===== config.mk =====
export PLATFORM = sky130hd
export DESIGN_NAME = arbitro_rr
export DESIGN_NICKNAME = d
export VERILOG_FILES = /design/src/rtl/arbitro_rr.sv
export SDC_FILE = /design/constraint.sdc
export NUM_CORES = 1
export LEC_CHECK = 0
export ABC_AREA = 1
export ABC_CLOCK_PERIOD_IN_PS = 3000
export BUFFER_PORTS_ARGS = -buffer_cell sky130_fd_sc_hd__clkbuf_2
export CORE_UTILIZATION = 32
export DETAILED_ROUTE_END_ITERATION = 16
export PLACE_DENSITY_LB_ADDON = 0.12
export RECOVER_POWER = 50
export SYNTH_ARGS = -nofsm -noshare
export SYNTH_HDL_FRONTEND = slang
export SYNTH_SLANG_ARGS = --single-unit

===== constraint.sdc =====
create_clock -name clk -period 3 [get_ports clk]
set_input_delay 0.3 -clock clk [delete_from_list [all_inputs] [get_ports clk]]
set_output_delay 0.3 -clock clk [all_outputs]
set_load 0.1 [all_outputs]

===== src/rtl/arbitro_rr.sv =====
// Round-robin arbiter for 8 requesters sharing one 3-to-8 select stage.
// Registered idx/en/gnt, per-grant hold limit with timeout pulse, rotating priority.
module arbitro_rr #(
  parameter int N        = 8,
  parameter int IW       = 3,
  parameter int MAX_HOLD = 16
) (
  input  logic          clk,
  input  logic          rst,
  input  logic [N-1:0]  req,
  input  logic          rel,
  output logic [N-1:0]  gnt,
  output logic [IW-1:0] idx,
  output logic          en,
  output logic          tmo
);

  typedef enum logic {
    ST_IDLE  = 1'b0,
    ST_GRANT = 1'b1
  } state_t;

  localparam logic [7:0] CNT_LAST = 8'(MAX_HOLD - 1);

  state_t        state_q, state_d;
  logic [IW-1:0] ptr_q, ptr_d;
  logic [7:0]    cnt_q, cnt_d;
  logic [IW-1:0] idx_q, idx_d;
  logic [N-1:0]  gnt_q, gnt_d;
  logic          en_q, en_d;
  logic          tmo_q, tmo_d;

  // Requests rotated so that bit 0 is the requester at the priority pointer.
  logic [N-1:0]  req_rot;
  logic [IW-1:0] win_off;
  logic [IW-1:0] win_idx;
  logic          any_req;

  genvar gi;
  generate
    for (gi = 0; gi < N; gi++) begin : g_rot
      assign req_rot[gi] = req[IW'(ptr_q + IW'(gi))];
    end
  endgenerate

  always_comb begin
    win_off = '0;
    for (int i = N - 1; i >= 0; i--) begin
      if (req_rot[i]) begin
        win_off = IW'(i);
      end
    end
  end

  assign win_idx = IW'(ptr_q + win_off);
  assign any_req = |req;

  always_comb begin
    state_d = state_q;
    ptr_d   = ptr_q;
    cnt_d   = cnt_q;
    idx_d   = idx_q;
    gnt_d   = gnt_q;
    en_d    = en_q;
    tmo_d   = 1'b0;
    unique case (state_q)
      ST_IDLE: begin
        if (any_req) begin
          idx_d   = win_idx;
          gnt_d   = N'(1) << win_idx;
          en_d    = 1'b1;
          cnt_d   = '0;
          state_d = ST_GRANT;
        end
      end
      ST_GRANT: begin
        if (rel || !req[idx_q] || (cnt_q == CNT_LAST)) begin
          // A voluntary release always wins over a coincident timeout.
          tmo_d   = !(rel || !req[idx_q]);
          gnt_d   = '0;
          en_d    = 1'b0;
          ptr_d   = IW'(idx_q + IW'(1));
          cnt_d   = '0;
          state_d = ST_IDLE;
        end else begin
          cnt_d = cnt_q + 8'd1;
        end
      end
      default: state_d = ST_IDLE;
    endcase
  end

  always_ff @(posedge clk) begin
    if (rst) begin
      state_q <= ST_IDLE;
      ptr_q   <= '0;
      cnt_q   <= '0;
      idx_q   <= '0;
      gnt_q   <= '0;
      en_q    <= 1'b0;
      tmo_q   <= 1'b0;
    end else begin
      state_q <= state_d;
      ptr_q   <= ptr_d;
      cnt_q   <= cnt_d;
      idx_q   <= idx_d;
      gnt_q   <= gnt_d;
      en_q    <= en_d;
      tmo_q   <= tmo_d;
    end
  end

  assign gnt = gnt_q;
  assign idx = idx_q;
  assign en  = en_q;
  assign tmo = tmo_q;

endmodule

# Yosys cells after proc, flatten, opt, wreduce, memory -nomap -nowiden
# Index checks and enable logic that the tools add are counted.
totals:
  regBits: 25
  inputBits: 11
  word_cells: 79
classes:
  magnitude_cmp: 9
  reduce_logical: 9
  add_sub_neg: 10
  mux: 38
  shift: 1
  bitwise_logic: 2
  eq_ne: 3
op_table:
  columns: ["operator", "n"]
  rows:
  - ["$lt 3x4->1 const B", 9]
  - ["$mux 8", 4]
  - ["$pmux 8 s2", 2]
  - ["$bmux 1 s3", 9]
  - ["$mux 3", 8]
  - ["$mux 1", 13]
  - ["$add 3x3->3 const B", 4]
  - ["$add 8x1->8 const B", 1]
  - ["$eq 8x4->1 const B", 1]
  - ["$reduce_or 8->1", 1]
  - ["$shl 1x3->8 const A", 1]
  - ["$add 3x1->3 const B", 2]
  - ["$add 3x2->3 const B", 2]
  - ["$reduce_and 2->1", 3]
  - ["$pmux 1 s2", 2]
  - ["$add 3x3->3", 1]
  - ["$reduce_or 3->1", 1]
  - ["$logic_not 1->1", 2]
  - ["$logic_or 1x1->1", 2]
  - ["$ne 2x1->1 const B", 1]
  - ["$ne 2x2->1 const B", 1]
  - ["$not 1->1", 2]

# Depth between registers and ports, before layout
logic_depth:
  ltp_word: 15
  mapped_depth: 20

# Worst setup path before layout
# No wires, ideal clock.
synth_path:
  path_type: "register -> register"
  from: "register ptr_q[1]"
  to: "register gnt_q[0] (netlist: gnt[0])"
  stages_incl_launch_ff: 21
  t_arrival_ns: 2.847
  period_less_slack_ns: 2.982
  path_slack_ns: 0.018
  required_time_ns: 2.865
  setup_time_ns: 0.135
  cell_sequence: "dfxtp_1 buf_2 inv_2 ha_1 inv_2 nand3_1 nand3_1 a21oi_1 o21bai_1 nand2_1 nand2_1 a21boi_0 ha_1 inv_1 fa_1 xor2_1 inv_1 nand3_4 nand2_4 nand2_1 a21oi_2"
synth_via:
  elab_chain_len: 15
  elab_cells_between_ends: 35
  classes_between: "8 x add/sub; 1 x shift; 26 x mux"
synth_rtl:
  columns: ["item", "line_no", "rtl"]
  rows:
  - ["start, declared", "26", "logic [IW-1:0] ptr_q, ptr_d;"]
  - ["start signal, assigned", "104", "ptr_q <= ptr_d;"]
  - ["$add 3x3->3", "42", "assign req_rot[gi] = req[IW'(ptr_q + IW'(gi))];"]
  - ["$bmux 1 s3", "42", null]
  - ["$mux 1 (implied by the code)", "42", null]
  - ["$mux 3 (8 in a row)", "49", "if (req_rot[i]) begin"]
  - ["$add 3x3->3 (*)", "55", "assign win_idx = IW'(ptr_q + win_off);"]
  - ["$shl 1x3->8 (*)", "70", "gnt_d = N'(1) << win_idx;"]
  - ["$mux 8 (*)", "68", "if (any_req) begin"]
  - ["$pmux 8 s2 (*)", "66", "unique case (state_q)"]
  - ["end signal, assigned", "107", "gnt_q <= gnt_d;"]
  - ["end, declared", "29", "logic [N-1:0] gnt_q, gnt_d;"]
# Every way passes the cells marked *; elsewhere a longest branch is shown, timed or not. The select of a mux whose other input is x is not followed.
# A chain may end at the register's enable or synchronous reset.

# Worst setup path after layout
layout_path:
  from: "register ptr_q[0]"
  to: "register gnt_q[4] (netlist: gnt[4])"
# Same word-level chain as after synthesis.

==> flow_metrics.env <==
export IMPL_run_status="complete, no violations"
export IMPL_fin_util=0.392
export IMPL_wl_um=4160
export IMPL_async_flop_share=0
export IMPL_avgSynthCellArea_sq_um=6.74
export IMPL_fin_crit_ps=2760
export IMPL_ys_warn_count=0
export IMPL_yosysTopAreaCellShare=0.286
export IMPL_gr_total_overflow=0
export IMPL_synth_flop_cell="dfxtp_1"
export IMPL_grt_use_total=0.147
export IMPL_period_share=0.920
export IMPL_place_hpwl_um=3160
export IMPL_wl_per_cell_um=11.6
export IMPL_synth_edf_count=0
export IMPL_start_util=0.337
export IMPL_slowest_stage="fa_1"
export IMPL_slowest_delay_ps=530
export IMPL_ys_seq_area_frac=0.286
export IMPL_die_area_sq_um=5780
export IMPL_vias=1717
export IMPL_core_area_sq_um=5200
export IMPL_path_buf_inv=3
export IMPL_cts_max_level=1
export IMPL_rsz0062_at_grt="no"
export IMPL_clkTransAtPathRegs_ps=90
export IMPL_slew_viol_final=0
export IMPL_portBuffers=23
export IMPL_clkSinkCount=25
export IMPL_crit_family="adder cells"
export IMPL_yosys_cell_count_top_type="nand2_1"
export IMPL_finalHoldViolCount=0
export IMPL_path_cells="buf_6 > ha_2 > xor2_2 > nand3_1 > nand2_2 > o21bai_1 > nand2_1 > nand2_1 > a21boi_1 > ha_1 > inv_1 > fa_1 > inv_1 > nor3_1 > nand3_1 > a21oi_1"
export IMPL_fillers=578
export IMPL_dp_cells=353
export IMPL_syn_cell_area_sq_um=1750
export IMPL_required_ps=3210
export IMPL_grt_max_degree=21
export IMPL_clkLatencyLatePin_ps=270
export IMPL_final_cells=357
export IMPL_synthTopCellsByArea="dfxtp_1 29%, nand2_1 14%, nand3_1 10%, a21oi_1 5.1%, nor2_1 4.3%"
export IMPL_power_leakage_uw=0.000856
export IMPL_synthCells=260
export IMPL_drc=0
export IMPL_fmax_mhz=362
export IMPL_rows=26
export IMPL_nets=305
export IMPL_cts_tree="yes"
export IMPL_io_pins=24
export IMPL_cts_max_path_buffers=2
export IMPL_dp_slack_ps=-15.5
export IMPL_slew_headroom=0.222
export IMPL_diodes=0
export IMPL_startpoint_type="register"
export IMPL_min_path_type="in2reg"
export IMPL_drt_iter0_markers=69
export IMPL_yosysTopAreaCell="dfxtp_1"
export IMPL_yosys_register_bits=25
export IMPL_synth_nets=277
export IMPL_worstPathArrival_ps=2970
export IMPL_skew_ps=2.15
export IMPL_setup_ws_ps=239
export IMPL_post_drt_via_cell_ratio=4.81
export IMPL_grt_pass1_vias=1533
export IMPL_first_pass_iters=4
export IMPL_area_delta_synth_final_pct=16.3
export IMPL_numCtsBuffers=3
export IMPL_gp_congestion=0.825
export IMPL_maxCapViolations=0
export IMPL_worst_path_max_fanout=10
export IMPL_drive_gt1_frac=0.209
export IMPL_ys_top_cells_by_count="65 x nand2_1, 36 x nand3_1, 25 x dfxtp_1"
export IMPL_die_y_um=76.0
export IMPL_critPathKind="reg2reg"
export IMPL_finalSetupViolations=0
export IMPL_setup_worst_path_end_class="register"
export IMPL_antenna_left=0
export IMPL_yosysUniqueCellTypes=31
export IMPL_vdd_ir_drop_worst_mv=0.465
export IMPL_grt_antenna_before_repair=0
export IMPL_power_density_nw_per_um2=971
export IMPL_die_w_um=76.0
export IMPL_grt_pass1_wl_um=6950
export IMPL_totalPowerFinal_uw=1980
export IMPL_worstMarginPinSlew_ps=1170
export IMPL_cts_root_buf="clkbuf_8"
## final timing paths
| kind | slack (ps) | from | endpoint | cells after the start |
|---|---|---|---|---|
| worst max-delay path | 240 | ptr_q[0] | gnt[4] | 16 |
| worst min-delay path | 290 | rel | tmo | 4 |
| worst max register to register | 240 | ptr_q[0] | gnt[4] | 16 |
| worst min register to register | 470 | en | en | 2 |
## flip-flops by register name (all words and copies together) (netlist names)
signal,flops
cnt_q,8
gnt,8
idx,3
ptr_q,3
en,1
state_q,1
tmo,1
## repair_timing
action	in CTS	in global routing
gates cloned	0	0
buffers inserted	0	0
pin swaps	0	1
gates resized for setup	1	13
setup endpoints to repair	5	10
hold buffers	0	0
## routing by layer
metal  GRT usage  vias up  wire length, um
met4      0.0423        0               53
met1       0.187      783             2110
li1            -      907                -
met2       0.257       20             1910
met3      0.0228        7               88
met5           0        -                0
## cell usage in the layout (no fill, tap or decap), drive strengths merged
cell    count
a21oi      22
nand2      78
ha          5
fa          1
clkinv      1
o211ai      1
nor2       23
o21ai      12
xnor2       3
nand4       4
nor3        6
dfxtp      25
o21bai      2
a21boi      1
nand3      40
inv        23
xor2        7
buf         7
clkbuf     26
## worst min-delay path: stages
cell      delay (ps)
clkbuf_2          70
inv_1             40
nand4_1           70
inv_1             40
## power breakdown
part / internal (uW) / switching (uW)
Sequential: 393 / 66.3
Combinational: 390 / 926
Clock: 93.1 / 113
## cell type report
cell class / count / area, sq um / area share
Inverter: 23 / 91.3 / 0.0448
Clock inverter: 1 / 5.00 / 0.00245
Timing Repair Buffer: 30 / 155 / 0.0761
Multi-Input combinational cell: 205 / 1150 / 0.565
Sequential cell: 25 / 507 / 0.248
Clock buffer: 3 / 41.3 / 0.0202
Tap cell: 70 / 87.6 / 0.0429
## kinds of logic after synthesis
family                     Yosys count  share of synthesized area
xor gates and xnor gates            10                     0.0543
and+or+nand+nor                    151                      0.412
buffers and inverters               30                     0.0785
adders and majority gates            6                     0.0471
AOI/OAI and AO/OA                   38                      0.123
DFF                                 25                      0.286
## through the flow
step / hold WS (ps) / instance area, sq um / setup TNS [ps]
floorplan: 445 / 1750 / 0
global placement: 449 / 1960 / 0
detailed placement: 461 / 1960 / -46.8
CTS: 278 / 2020 / 0
global route: 315 / 2040 / 0
finish: 286 / 2040 / 0
Power figures use the tool's default switching activity.
